### config.mk
export PLATFORM = sky130hd
export DESIGN_NAME = nv_ram_rwsp_16x65_fifo_ctrl
export DESIGN_NICKNAME = d
export VERILOG_FILES = /design/src/rtl/nv_ram_rwsp_16x65_fifo_ctrl_pkg.sv /design/src/rtl/nv_fifo_ctrl_obuf.sv /design/src/rtl/nv_ram_rwsp_16x65_fifo_ctrl.sv
export SDC_FILE = /design/constraint.sdc
export NUM_CORES = 1
export LEC_CHECK = 0
export ABC_AREA = 1
export BUFFER_PORTS_ARGS = -buffer_cell sky130_fd_sc_hd__buf_2
export CAP_MARGIN = 20
export CORE_ASPECT_RATIO = 1.5
export CORE_UTILIZATION = 45
export DETAILED_ROUTE_END_ITERATION = 10
export PLACE_DENSITY = 0.71
export SLEW_MARGIN = 20
export SYNTH_ARGS = -nofsm -noshare
export SYNTH_HDL_FRONTEND = slang
export SYNTH_SLANG_ARGS = --single-unit
### constraint.sdc
create_clock -name clk -period 17.8 [get_ports clk]
set_clock_uncertainty 0.1 [all_clocks]
set_input_delay 3.56 -clock clk [delete_from_list [all_inputs] [get_ports clk]]
set_output_delay 3.56 -clock clk [all_outputs]
set_load 0.02 [all_outputs]
### src/rtl/nv_ram_rwsp_16x65_fifo_ctrl_pkg.sv
// Shared constants for the 16x65 two-port RAM FIFO controller and its output buffer.
package nv_ram_rwsp_16x65_fifo_ctrl_pkg;

  localparam int unsigned DEPTH      = 16;
  localparam int unsigned AW         = 4;
  localparam int unsigned DW         = 65;
  localparam int unsigned RD_LAT     = 2;
  localparam int unsigned OBUF_DEPTH = 3;

  localparam int unsigned CNT_W   = AW + 2;
  localparam int unsigned OBUF_CW = $clog2(OBUF_DEPTH + 1);
  // Reads in flight plus buffered words; wide enough for the transient sum.
  localparam int unsigned OCC_W   = $clog2(OBUF_DEPTH + RD_LAT + 1);

endpackage

### src/rtl/nv_fifo_ctrl_obuf.sv
// Small flop FIFO used as the output skid buffer behind a RAM read pipeline.
module nv_fifo_ctrl_obuf
  import nv_ram_rwsp_16x65_fifo_ctrl_pkg::*;
#(
  parameter int unsigned Depth = OBUF_DEPTH,
  parameter int unsigned Width = DW,
  parameter int unsigned CntW  = $clog2(Depth + 1)
) (
  input  logic             clk_i,
  input  logic             rst_i,
  input  logic             push_i,
  input  logic [Width-1:0] data_i,
  input  logic             pop_i,
  output logic [Width-1:0] data_o,
  output logic [CntW-1:0]  cnt_o
);

  localparam int unsigned PtrW = (Depth > 1) ? $clog2(Depth) : 1;

  logic [PtrW-1:0]  wr_ptr_q, wr_ptr_d;
  logic [PtrW-1:0]  rd_ptr_q, rd_ptr_d;
  logic [CntW-1:0]  cnt_q, cnt_d;
  logic [Width-1:0] mem_q [Depth];

  // Depth need not be a power of two, so wrap explicitly.
  function automatic logic [PtrW-1:0] ptr_inc(input logic [PtrW-1:0] p);
    return (p == PtrW'(Depth - 1)) ? '0 : p + PtrW'(1);
  endfunction

  always_comb begin
    wr_ptr_d = push_i ? ptr_inc(wr_ptr_q) : wr_ptr_q;
    rd_ptr_d = pop_i  ? ptr_inc(rd_ptr_q) : rd_ptr_q;
    cnt_d    = cnt_q + CntW'(push_i) - CntW'(pop_i);
  end

  always_ff @(posedge clk_i) begin
    if (rst_i) begin
      wr_ptr_q <= '0;
      rd_ptr_q <= '0;
      cnt_q    <= '0;
    end else begin
      wr_ptr_q <= wr_ptr_d;
      rd_ptr_q <= rd_ptr_d;
      cnt_q    <= cnt_d;
    end
  end

  always_ff @(posedge clk_i) begin
    if (push_i) begin
      mem_q[wr_ptr_q] <= data_i;
    end
  end

  assign data_o = mem_q[rd_ptr_q];
  assign cnt_o  = cnt_q;

endmodule

### src/rtl/nv_ram_rwsp_16x65_fifo_ctrl.sv
// FIFO controller driving an external 16x65 two-port RAM with a two-stage read
// (address register, output register) and a credit-managed output skid buffer.
module nv_ram_rwsp_16x65_fifo_ctrl
  import nv_ram_rwsp_16x65_fifo_ctrl_pkg::*;
(
  input  logic             clk,
  input  logic             rst,
  input  logic             wr_pvld,
  output logic             wr_prdy,
  input  logic [DW-1:0]    wr_pd,
  output logic             rd_pvld,
  input  logic             rd_prdy,
  output logic [DW-1:0]    rd_pd,
  output logic             ram_we,
  output logic [AW-1:0]    ram_wa,
  output logic [DW-1:0]    ram_di,
  output logic             ram_re,
  output logic [AW-1:0]    ram_ra,
  output logic             ram_ore,
  input  logic [DW-1:0]    ram_dout,
  output logic [CNT_W-1:0] fifo_cnt,
  output logic             idle
);

  logic [AW-1:0]     wr_ptr_q, wr_ptr_d;
  logic [AW-1:0]     rd_ptr_q, rd_ptr_d;
  logic [AW:0]       ram_cnt_q, ram_cnt_d;
  logic [RD_LAT-1:0] rv_q, rv_d;
  logic [CNT_W-1:0]  fifo_cnt_q, fifo_cnt_d;

  logic [OBUF_CW-1:0] obuf_cnt;
  logic [DW-1:0]      obuf_data;
  logic [OCC_W-1:0]   occ;
  logic               wr_acc;
  logic               rd_issue;
  logic               credit_ok;
  logic               obuf_push;
  logic               obuf_pop;

  // Every issued read owns an obuf slot until it is popped.
  always_comb begin
    occ = OCC_W'(obuf_cnt);
    for (int i = 0; i < RD_LAT; i++) begin
      occ = occ + OCC_W'(rv_q[i]);
    end
  end

  always_comb begin
    wr_prdy   = ~rst & (ram_cnt_q < (AW + 1)'(DEPTH));
    wr_acc    = wr_pvld & wr_prdy;
    rd_pvld   = ~rst & (obuf_cnt != '0);
    obuf_pop  = rd_pvld & rd_prdy;
    credit_ok = (occ < OCC_W'(OBUF_DEPTH)) | ((occ == OCC_W'(OBUF_DEPTH)) & obuf_pop);
    rd_issue  = ~rst & (ram_cnt_q != '0) & credit_ok;
    obuf_push = ~rst & rv_q[RD_LAT-1];

    ram_we  = wr_acc;
    ram_wa  = wr_ptr_q;
    ram_di  = wr_pd;
    ram_re  = rd_issue;
    ram_ra  = rd_ptr_q;
    ram_ore = ~rst & rv_q[0];
    rd_pd   = obuf_data;

    fifo_cnt = fifo_cnt_q;
    idle     = rst | (fifo_cnt_q == '0);
  end

  always_comb begin
    wr_ptr_d   = wr_acc   ? wr_ptr_q + AW'(1) : wr_ptr_q;
    rd_ptr_d   = rd_issue ? rd_ptr_q + AW'(1) : rd_ptr_q;
    rv_d       = {rv_q[RD_LAT-2:0], rd_issue};
    fifo_cnt_d = fifo_cnt_q + CNT_W'(wr_acc) - CNT_W'(obuf_pop);
    ram_cnt_d  = ram_cnt_q;
    unique case ({wr_acc, rd_issue})
      2'b10:   ram_cnt_d = ram_cnt_q + (AW + 1)'(1);
      2'b01:   ram_cnt_d = ram_cnt_q - (AW + 1)'(1);
      default: ram_cnt_d = ram_cnt_q;
    endcase
  end

  always_ff @(posedge clk) begin
    if (rst) begin
      wr_ptr_q   <= '0;
      rd_ptr_q   <= '0;
      ram_cnt_q  <= '0;
      rv_q       <= '0;
      fifo_cnt_q <= '0;
    end else begin
      wr_ptr_q   <= wr_ptr_d;
      rd_ptr_q   <= rd_ptr_d;
      ram_cnt_q  <= ram_cnt_d;
      rv_q       <= rv_d;
      fifo_cnt_q <= fifo_cnt_d;
    end
  end

  nv_fifo_ctrl_obuf #(
    .Depth (OBUF_DEPTH),
    .Width (DW),
    .CntW  (OBUF_CW)
  ) u_obuf (
    .clk_i  (clk),
    .rst_i  (rst),
    .push_i (obuf_push),
    .data_i (ram_dout),
    .pop_i  (obuf_pop),
    .data_o (obuf_data),
    .cnt_o  (obuf_cnt)
  );

endmodule

Yosys cells after proc, flatten, opt, wreduce, memory -nomap -nowiden
Memory sizes are Yosys's and may differ from the RTL's. A register that Yosys moved wholly into a read port is not among the register bits.
Index checks and enable logic that the tools add are counted.
{"block": "classes", "add_sub_neg": 12, "n_lt_le_gt_ge": 2, "n_eq_ne": 5, "mux": 7, "n_bitwise": 12, "reduce_logical": 4}
{"op": "case mux 5 bit (2 select lines)", "n": 1}
{"op": "bitwise AND 1 bit", "n": 9}
{"op": "adder 4 x 1 -> 4 bit, second input constant", "n": 2}
{"op": "2-to-1 mux 2 bit", "n": 4}
{"op": "adder 6 x 1 -> 6 bit", "n": 1}
{"op": "== test 2 bit, second input constant", "n": 3}
{"op": "zero test 6 bit", "n": 1}
{"op": "subtractor 6 x 1 -> 6 bit", "n": 1}
{"op": "adder 5 x 1 -> 5 bit, second input constant", "n": 1}
{"op": "< comparator 5 bit, second input constant", "n": 1}
{"op": "nonzero test 5 bit", "n": 1}
{"op": "subtractor 5 x 1 -> 5 bit, second input constant", "n": 1}
{"op": "adder 2 x 1 -> 2 bit, second input constant", "n": 2}
{"op": "nonzero test 2 bit", "n": 2}
{"op": "adder 2 x 1 -> 3 bit", "n": 1}
{"op": "adder 3 x 1 -> 3 bit", "n": 1}
{"op": "== test 3 x 2 -> 1 bit, second input constant", "n": 1}
{"op": "< comparator 3 x 2 -> 1 bit, second input constant", "n": 1}
{"op": "adder 2 x 1 -> 2 bit", "n": 1}
{"op": "== test 2 x 1 -> 1 bit, second input constant", "n": 1}
{"op": "2-to-1 mux 1 bit", "n": 2}
{"op": "bitwise OR 1 bit", "n": 2}
{"op": "subtractor 2 x 1 -> 2 bit", "n": 1}
{"op": "NOT 1 bit", "n": 1}
{"block": "word_totals", "reg_bits": 27, "ramBits": 195, "input_bits": 134, "out_inout_bits": 150, "elab_cells": 51, "mem_count": 1}
{"memory": "u_obuf.mem_q", "words": 3, "word_bits": 65, "rd": 1, "rd_clocked_by_memory_dff": 1, "write_ports": 1, "line": "nv_fifo_ctrl_obuf.sv:23", "text": "logic [Width-1:0] mem_q [Depth];"}

Depth between registers and ports, before layout
Gate-level depths: netlist of run 1.
{"block": "depth", "ltp_word": 8, "depth_mapped": 16, "depth_no_buf": 16}

Hierarchy
Synthesis of run 1 repeated with hierarchy kept, for this count alone.
{"block": "hier_totals", "hier_cells": 768, "hier_area_um2": 9307.7}
{"module": "nv_fifo_ctrl_obuf", "instances": 1, "cells_each": 526, "area_per_inst_um2": 7539.7, "seq_area_each_um2": 6015.8}
{"module": "nv_ram_rwsp_16x65_fifo_ctrl", "instances": 1, "cells_each": 242, "area_per_inst_um2": 1767.9, "seq_area_each_um2": 420.4}

Worst setup path after synthesis of run 1
Ideal clock, no wire load.
{"block": "synth_path", "path_kind": "in2reg", "startpoint": "in rst", "endpoint": "mem u_obuf.mem_q[2][0] in the netlist's numbering, enable pin", "setup_time_ps": 649, "t_arrival_ps": 9912, "path_slack_ps": 7139, "path_stages": 2, "path_buffers": 1, "cell_sequence": "buf_6 > nor4_1"}
{"block": "synth_between", "elab_chain_len": 4}
{"element": "start: declaration", "line": "nv_ram_rwsp_16x65_fifo_ctrl.sv:7", "text": "input logic rst,"}
{"element": "NOT 1 bit", "line": "nv_ram_rwsp_16x65_fifo_ctrl.sv:55", "text": "obuf_push = ~rst & rv_q[RD_LAT-1];"}
{"element": "bitwise AND 1 bit", "line": "nv_ram_rwsp_16x65_fifo_ctrl.sv:55"}
{"element": "2-to-1 mux 1 bit", "line": "nv_fifo_ctrl_obuf.sv:49", "text": "if (push_i) begin"}
{"element": "2-to-1 mux 1 bit (not written as such)", "line": "nv_fifo_ctrl_obuf.sv:50", "text": "mem_q[wr_ptr_q] <= data_i;"}
{"element": "end: declaration", "line": "nv_fifo_ctrl_obuf.sv:23"}
Every way passes these cells.

Worst setup path in the final report of run 1
{"block": "layout_path", "startpoint": "in rst", "endpoint": "out ram_re"}
{"block": "layout_between", "elab_chain_len": 6, "word_cells_on_any_way": 7, "cone_classes": "bitwise (7)"}
{"element": "NOT 1 bit *", "line": "nv_ram_rwsp_16x65_fifo_ctrl.sv:51, nv_ram_rwsp_16x65_fifo_ctrl.sv:54"}
{"element": "bitwise AND 1 bit", "line": "nv_ram_rwsp_16x65_fifo_ctrl.sv:51", "text": "rd_pvld = ~rst & (obuf_cnt != '0);"}
{"element": "bitwise AND 1 bit", "line": "nv_ram_rwsp_16x65_fifo_ctrl.sv:52", "text": "obuf_pop = rd_pvld & rd_prdy;"}
{"element": "bitwise AND 1 bit", "line": "nv_ram_rwsp_16x65_fifo_ctrl.sv:53", "text": "credit_ok = (occ < OCC_W'(OBUF_DEPTH)) | ((occ == OCC_W'(OBUF_DEPTH)) & obuf_pop);"}
{"element": "bitwise OR 1 bit", "line": "nv_ram_rwsp_16x65_fifo_ctrl.sv:53"}
{"element": "bitwise AND 1 bit *", "line": "nv_ram_rwsp_16x65_fifo_ctrl.sv:54", "text": "rd_issue = ~rst & (ram_cnt_q != '0) & credit_ok;"}
{"element": "end: declaration", "line": "nv_ram_rwsp_16x65_fifo_ctrl.sv:17", "text": "output logic ram_re,"}
Mark *: on every way between the ends. The rest lies on a longest branch, timed or not.

==> results of run 1 <==
## through the flow
stage,power [mW],std cells
floorplan,0.874,758
global placement,0.949,1082
detailed placement,0.956,1082
CTS,1.37,1116
global route,1.43,1116
finish,1.36,1117
## sequential cells by signal, summed over array words and instances, names as in the netlist, named ones only
register / flops
ram_wa: 4
ram_ra: 4
fifo_cnt: 6
rv_q: 2
u_obuf.rd_ptr_q: 2
u_obuf.cnt_o: 2
u_obuf.wr_ptr_q: 2
u_obuf.mem_q: 195
ram_cnt_q: 5
## cells in the mapped netlist, types with 2 or more instances
cell type | number | area [sq um]
nand2_4 | 2 | 22.5
o31ai_1 | 3 | 22.5
edfxtp_1 | 195 | 5860
dfxtp_1 | 29 | 581
buf_4 | 65 | 488
o21ai_0 | 6 | 30.0
fa_1 | 3 | 60.1
buf_2 | 26 | 130
ha_1 | 17 | 213
nor2_1 | 89 | 334
nand3_1 | 16 | 80.1
clkbuf_1 | 3 | 11.3
nand2_1 | 96 | 360
inv_2 | 2 | 7.51
xnor2_1 | 2 | 17.5
a21oi_1 | 147 | 736
inv_1 | 40 | 150
xor2_1 | 4 | 35.0
nand4_1 | 2 | 12.5
## area by class of cell
class                   count  area (sq um)
fillers                  1672          9560
flip-flops and latches    224          6440
multi-input cells         395          1990
repair buffers            160           818
clock buffers              29           619
well taps                 260           325
inverters                  43           163
clock inverters             5          22.5
diodes                      1          2.50
## logic make-up after synthesis
| kind of cell | count (synthesis) | share of synthesized area [%] |
|---|---|---|
| flops | 224 | 69.8 |
| fa+ha+maj | 20 | 2.96 |
| buf+inv | 139 | 8.75 |
| xor+xnor | 6 | 0.570 |
| compound gates | 158 | 8.68 |
| simple gates | 211 | 9.29 |
## power groups by stage
stage | clock (mW) | combinational, mW | sequential [mW]
2_1_floorplan | 0 | 0.230 | 0.644
3_3_place_gp | 0 | 0.311 | 0.638
3_5_place_dp | 0 | 0.317 | 0.639
4_1_cts | 0.426 | 0.319 | 0.628
5_1_grt | 0.444 | 0.352 | 0.631
6_report | 0.415 | 0.315 | 0.628
## per-layer routing
layer | wire [um] | GRT usage, % | vias up
met1 | 7360 | 20.1 | 2700
li1 | - | - | 2737
met2 | 9830 | 31.3 | 215
met4 | 750 | 8.44 | 2
met5 | 13 | 0 | -
met3 | 2060 | 7.17 | 71
## path summary, 6_finish.rpt
check	to	slack [ps]
setup / recovery	ram_re	9340
hold / removal	ram_wa[2]	380
setup reg to reg	ram_cnt_q[4]	14990
hold reg to reg	ram_wa[2]	380
==> flow_metrics.env, run 1 <==
export IMPL_outcome="completed"
export IMPL_r2r_cells=15
export IMPL_grt_max_degree=67
export IMPL_final_common_cell="edfxtp_1"
export IMPL_r2r_start="rv_q[0]"
export IMPL_fin_ws_ps=9340
export IMPL_cp_max_fo=21
export IMPL_grt_pass1_wl_mm=29.6
export IMPL_hold_buffers=0
export IMPL_start_kind="input port"
export IMPL_worstHoldStart="ram_wa[2]"
export IMPL_hold_viol_final=0
export IMPL_slowest_delay_ps=360
export IMPL_cpMostUsedCell="buf_2"
export IMPL_synth_edf_count=195
export IMPL_async_flop_share_pct=0
export IMPL_htree_levels=1
export IMPL_relSlewSlack_pct=33.3
export IMPL_drc=0
export IMPL_vdd_drop_max_mv=0.0997
export IMPL_powerDensity_nw_per_um2=131
export IMPL_holdPathStages=1
export IMPL_ys_warn_count=0
export IMPL_nets=999
export IMPL_path_buf_inv=4
export IMPL_slowest_stage="buf_2"
export IMPL_p_sw_mw=0.402
export IMPL_synthToLayoutAreaGrowth_pct=12.5
export IMPL_rsz0062_at_grt="false"
export IMPL_switching_share_pct=29.6
export IMPL_cts_tree="built"
export IMPL_post_route_cell_area_sq_um=10400
export IMPL_cts_sinks=224
export IMPL_synth_ff_type="edfxtp_1"
export IMPL_ys_types=30
export IMPL_place_area_sq_um=9730
export IMPL_min_path_type="flop to flop"
export IMPL_die_h_um=177
export IMPL_crit_cells=7
export IMPL_core_area_sq_um=19900
export IMPL_critPathRequiredTime_ps=14140
export IMPL_via_per_inst=5.13
export IMPL_wl_mm=20.0
export IMPL_cts_resized_gates=0
export IMPL_crit_family="buffers and inverters"
export IMPL_start_util_pct=46.3
export IMPL_syn_nets=912
export IMPL_power_frac_clock_pct=30.6
export IMPL_first_pass_iters=4
export IMPL_arrival_ps=4800
export IMPL_rows=63
export IMPL_routedWlPerCell_um=17.9
export IMPL_path_class="input port to output pin"
export IMPL_dp_hpwl_mm=12.2
export IMPL_grt_pass1_vias=5428
export IMPL_max_cap_violations=0
export IMPL_tightest_slew_ps=1000
export IMPL_tns_ps=0
export IMPL_vias=5725
export IMPL_clkTransAtPathRegs_ps=60
export IMPL_numPortBuffers=153
export IMPL_startpoint="rst"
export IMPL_worst_setup_path_end_kind="output pin"
export IMPL_cts_setup_buffers=0
export IMPL_drive_gt1_share_pct=23.7
export IMPL_numCtsBuffers=21
export IMPL_overflow=0
export IMPL_io_pins=284
export IMPL_finalSetupViolCount=0
export IMPL_first_iter_violations=351
export IMPL_gp_congestion=0.762
export IMPL_fin_crit_sh_pct=47.6
export IMPL_timing_fmax_mhz=118
export IMPL_synthCells=758
export IMPL_path_cells="buf_2 -> inv_2 -> nand3_2 -> nand2_2 -> nand2_4 -> clkinv_2 -> buf_2"
export IMPL_route_antenna_remaining_nets=0
export IMPL_final_max_slew_violation_count=0
export IMPL_fp_dieArea_sq_um=21100
export IMPL_synth_seq_cells=224
export IMPL_synth_seq_area_share_pct=69.8
export IMPL_combinationalPowerShare_pct=23.2
export IMPL_seq_power_share_pct=46.2
export IMPL_root_buffer="clkbuf_16"
export IMPL_clk_latency_ps=490
export IMPL_layout_common_cells="195 x edfxtp_1, 153 x buf_2, 147 x a21oi_1"
export IMPL_leakage_nw=4.10
export IMPL_fin_crit_ps=8460
export IMPL_clockBufferDepth=3
export IMPL_antenna_found_initial=2
export IMPL_syn_cell_area_sq_um=9230
export IMPL_grt_usage_pct=18.4
export IMPL_syn_area_per_cell_sq_um=12.2
export IMPL_die_w_um=119
export IMPL_utilization_pct=52.0
export IMPL_internal_power_mw=0.956
export IMPL_fin_hold_ws_ps=382
export IMPL_place_ws_ps=9340
No activity file was read; power rests on OpenSTA's default activity.
==> run 2: changes to the inputs <==
PLACE_DENSITY = 0.73   (was 0.71)
clock period = 7.55 ns   (was 17.8 ns; I/O delays follow)
==> flow_metrics.env, run 2 (synthesized netlist as in run 1, its figures left out) <==
export IMPL_start_util_pct=46.3
export IMPL_timing_fmax_mhz=226
export IMPL_worst_setup_path_end_kind="output pin"
export IMPL_cpMostUsedCell="buf_4"
export IMPL_clockBufferDepth=3
export IMPL_critPathRequiredTime_ps=5940
export IMPL_layout_common_cells="195 x edfxtp_1, 153 x buf_2, 147 x a21oi_1"
export IMPL_n_antenna_cell=0
export IMPL_drive_gt1_share_pct=24.2
export IMPL_numCtsBuffers=21
export IMPL_cp_max_fo=66
export IMPL_leakage_nw=4.11
export IMPL_powerDensity_nw_per_um2=313
export IMPL_arrival_ps=2820
export IMPL_holdPathStages=1
export IMPL_min_path_type="flop to flop"
export IMPL_final_max_slew_violation_count=0
export IMPL_vias=5698
export IMPL_min_to="ram_wa[2]"
export IMPL_fin_hold_ws_ps=384
export IMPL_synthToLayoutAreaGrowth_pct=12.9
export IMPL_largest_reg_flops=195
export IMPL_outcome="completed"
export IMPL_dpl_cell_count=1082
export IMPL_finalSetupViolCount=0
export IMPL_root_buffer="clkbuf_16"
export IMPL_die_h_um=177
export IMPL_antenna_found_initial=0
export IMPL_via_per_inst=5.11
export IMPL_path_cells="buf_4 -> inv_2 -> buf_4 -> nand2_1 -> a21oi_1 -> buf_2"
export IMPL_routedWlPerCell_um=17.3
export IMPL_fin_crit_ps=4430
export IMPL_dp_hpwl_mm=11.6
export IMPL_drc=0
export IMPL_cts_tree="built"
export IMPL_utilization_pct=52.2
export IMPL_path_buf_inv=4
export IMPL_r2r_slack_ps=4730
export IMPL_tightest_slew_ps=963
export IMPL_slowest_stage="inv_2"
export IMPL_final_common_cell="edfxtp_1"
export IMPL_cts_resized_gates=0
export IMPL_grt_pass1_vias=5669
export IMPL_die_w_um=119
export IMPL_core_area_sq_um=19900
export IMPL_crit_family="buffers and inverters"
export IMPL_final_cells=1116
export IMPL_first_pass_iters=4
export IMPL_htree_levels=1
export IMPL_numPortBuffers=153
export IMPL_vdd_drop_max_mv=0.282
export IMPL_relSlewSlack_pct=35.8
export IMPL_start_kind="flop"
export IMPL_fp_dieArea_sq_um=21100
export IMPL_clkTransAtPathRegs_ps=70
export IMPL_gp_congestion=0.801
export IMPL_rows=63
export IMPL_max_cap_violations=0
export IMPL_cts_sinks=224
export IMPL_hold_buffers=0
export IMPL_cts_setup_buffers=0
export IMPL_p_total_mw=3.26
export IMPL_grt_pass1_wl_mm=29.1
export IMPL_route_antenna_remaining_nets=0
export IMPL_overflow=0
export IMPL_clk_latency_ps=490
export IMPL_rsz0062_at_grt="false"
export IMPL_io_pins=284
export IMPL_first_iter_violations=334
export IMPL_regMostFlops="u_obuf.mem_q"
export IMPL_fin_crit_sh_pct=58.6
export IMPL_wl_mm=19.3
export IMPL_r2r_start="rv_q[0]"
export IMPL_n_fill_cell=1699
export IMPL_r2r_cells=15
export IMPL_hold_viol_final=0
export IMPL_slowest_delay_ps=560
export IMPL_grt_max_degree=67
export IMPL_worstHoldStart="ram_wa[2]"
export IMPL_timing_rr_end="ram_cnt_q[4]"
export IMPL_nets=999
export IMPL_tns_ps=0
export IMPL_grt_usage_pct=17.9
export IMPL_path_class="flop to output pin"
## run 2: cell types whose count changed in the layout (fill, tap and decap cells not counted), sizes merged
cell / change
inv: -2
clkbuf: -8
bufinv: +3
clkinv: +5
clkinvlp: +2
diode: -1
## run 2: how the worst max path moves through the flow
stage,start,to,slack (ps),depth (start not counted)
detailed placement,rst,ram_re,3200,7
global route,flop,rd_pd[5],3000,6
CTS,flop,rd_pd[5],3060,6
finish,flop,rd_pd[5],3120,6
floorplan,rst,u_obuf.mem_q[2][0],1670,2
global placement,rst,ram_re,3220,7
## run 2: area by class of cell
type / count / area, sq um / area share (%)
tap: 260 / 325 / 3.12
timing repair buffer: 160 / 818 / 7.86
clock buffer: 21 / 526 / 5.05
clock inverter: 13 / 145 / 1.39
sequential: 224 / 6440 / 61.8
multi-input combinational: 395 / 2000 / 19.2
inverter: 43 / 165 / 1.59
## run 2: routing by layer
metal	GRT usage [%]	vias up	wire, um
li1	-	2729	-
met1	17.1	2667	6670
met2	33.4	221	9840
met3	6.36	81	1940
met4	9.12	0	834
met5	0	-	0
## run 2: metrics by stage
stage	area (sq um)	setup slack, ps
after floorplan	9230	1670
after global placement	9750	3220
after detailed placement	9750	3200
after CTS	10400	3060
after global routing	10400	3000
final	10400	3120
## run 2: where the power goes
part           leakage (nW)  switching (mW)  total (mW)  internal, mW
Clock                 0.326           0.425        1.03         0.608
Combinational          1.78           0.492       0.746         0.253
Sequential             2.00          0.0488        1.48          1.43
Total                  4.11           0.966        3.26          2.29
==> run 3: changes to the inputs <==
clock period = 3.91 ns   (was 7.55 ns; I/O delays follow)
==> flow_metrics.env, run 3 (synthesized netlist as in run 1, its figures left out) <==
export IMPL_critPathRequiredTime_ps=3030
export IMPL_fin_ws_ps=939
export IMPL_numCtsBuffers=22
export IMPL_via_per_inst=5.06
export IMPL_place_area_sq_um=9810
export IMPL_layout_common_cells="195 x edfxtp_1, 153 x buf_2, 147 x a21oi_1"
export IMPL_cts_tree="built"
export IMPL_final_max_slew_violation_count=0
export IMPL_drive_gt1_share_pct=24.5
export IMPL_arrival_ps=2090
export IMPL_vdd_drop_max_mv=0.434
export IMPL_slowest_delay_ps=620
export IMPL_fin_crit_sh_pct=76.0
export IMPL_outcome="completed"
export IMPL_fp_dieArea_sq_um=21100
export IMPL_wl_mm=20.1
export IMPL_fin_crit_ps=2970
export IMPL_finalSetupViolCount=0
export IMPL_dp_hpwl_mm=12.6
export IMPL_path_buf_inv=3
export IMPL_htree_levels=1
export IMPL_hold_buffers=0
export IMPL_grt_max_degree=66
export IMPL_core_area_sq_um=19900
export IMPL_utilization_pct=52.6
export IMPL_slowest_stage="buf_4"
export IMPL_relSlewSlack_pct=44.5
export IMPL_tightest_slew_ps=833
export IMPL_drc=0
export IMPL_min_path_type="flop to flop"
export IMPL_largest_reg_flops=195
export IMPL_numPortBuffers=153
export IMPL_vias=5702
export IMPL_path_class="flop to output pin"
export IMPL_cts_setup_buffers=0
export IMPL_post_route_cell_area_sq_um=10500
export IMPL_start_kind="flop"
export IMPL_cts_resized_gates=0
export IMPL_routedWlPerCell_um=17.8
export IMPL_regMostFlops="u_obuf.mem_q"
export IMPL_io_pins=284
export IMPL_cts_sinks=224
export IMPL_dpl_cell_count=1086
export IMPL_n_antenna_cell=0
export IMPL_nets=1004
export IMPL_final_cells=1126
export IMPL_grt_pass1_vias=5416
export IMPL_leakage_nw=4.14
export IMPL_clk_latency_ps=490
export IMPL_clkTransAtPathRegs_ps=60
export IMPL_synthToLayoutAreaGrowth_pct=13.8
export IMPL_start_util_pct=46.3
export IMPL_overflow=0
export IMPL_place_ws_ps=941
export IMPL_rsz0062_at_grt="false"
export IMPL_antenna_found_initial=1
export IMPL_rows=63
export IMPL_max_cap_violations=0
export IMPL_crit_family="buffers and inverters"
export IMPL_die_w_um=119
export IMPL_powerDensity_nw_per_um2=596
export IMPL_first_pass_iters=7
export IMPL_worst_setup_path_end_kind="output pin"
export IMPL_first_iter_violations=324
export IMPL_grt_pass1_wl_mm=29.9
export IMPL_hold_viol_final=0
export IMPL_grt_usage_pct=18.7
export IMPL_route_antenna_remaining_nets=0
export IMPL_die_h_um=177
export IMPL_path_cells="inv_2 -> buf_4 -> nor2_1 -> a21oi_1 -> buf_2"
export IMPL_timing_fmax_mhz=337
export IMPL_tns_ps=0
export IMPL_clockBufferDepth=3
export IMPL_root_buffer="clkbuf_16"
export IMPL_p_total_mw=6.26
export IMPL_final_common_cell="edfxtp_1"
export IMPL_fin_hold_ws_ps=378
export IMPL_cp_max_fo=65
export IMPL_gp_congestion=0.782
-- run 3: path summary, 6_finish.rpt --
check,startpoint,end,slack (ps),depth (start not counted)
worst max-delay path,flop,rd_pd[0],940,5
worst min-delay path,rv_q[0],rv_q[1],380,2
worst max register to register,rv_q[0],ram_cnt_q[4],1120,15
worst min register to register,rv_q[0],rv_q[1],380,2
-- run 3: power breakdown --
part	internal [mW]	total (mW)	leakage, nW	switching (mW)
logic	0.496	1.44	1.81	0.946
clock network	1.14	1.97	0.330	0.828
registers	2.76	2.85	2.00	0.0938
total	4.39	6.26	4.14	1.87
-- run 3: layout make-up --
cell class	count	area (sq um)
sequential	224	6440
fill	1658	9450
clock buffer	25	583
timing repair buffer	164	886
multi-input combinational	395	2000
tap	260	325
clock inverter	15	104
inverter	43	163
-- run 3: routing by layer --
metal | vias to the layer above | track usage, % | routed length (um)
met5 | - | 0 | 0
met3 | 68 | 8.16 | 2380
met4 | 0 | 9.49 | 848
met2 | 217 | 31.4 | 9770
met1 | 2672 | 19.8 | 7090
li1 | 2745 | - | -
-- run 3: worst reg2reg max path: cells and delay by family (launching register included) --
kind                     cells  cell delay (ps)
flip-flops                   1              320
AO/OA/AOI/OAI                1              130
buffers and inverters        2              130
AND/OR/NAND/NOR              8              750
adder cells (fa/ha/maj)      4             1300
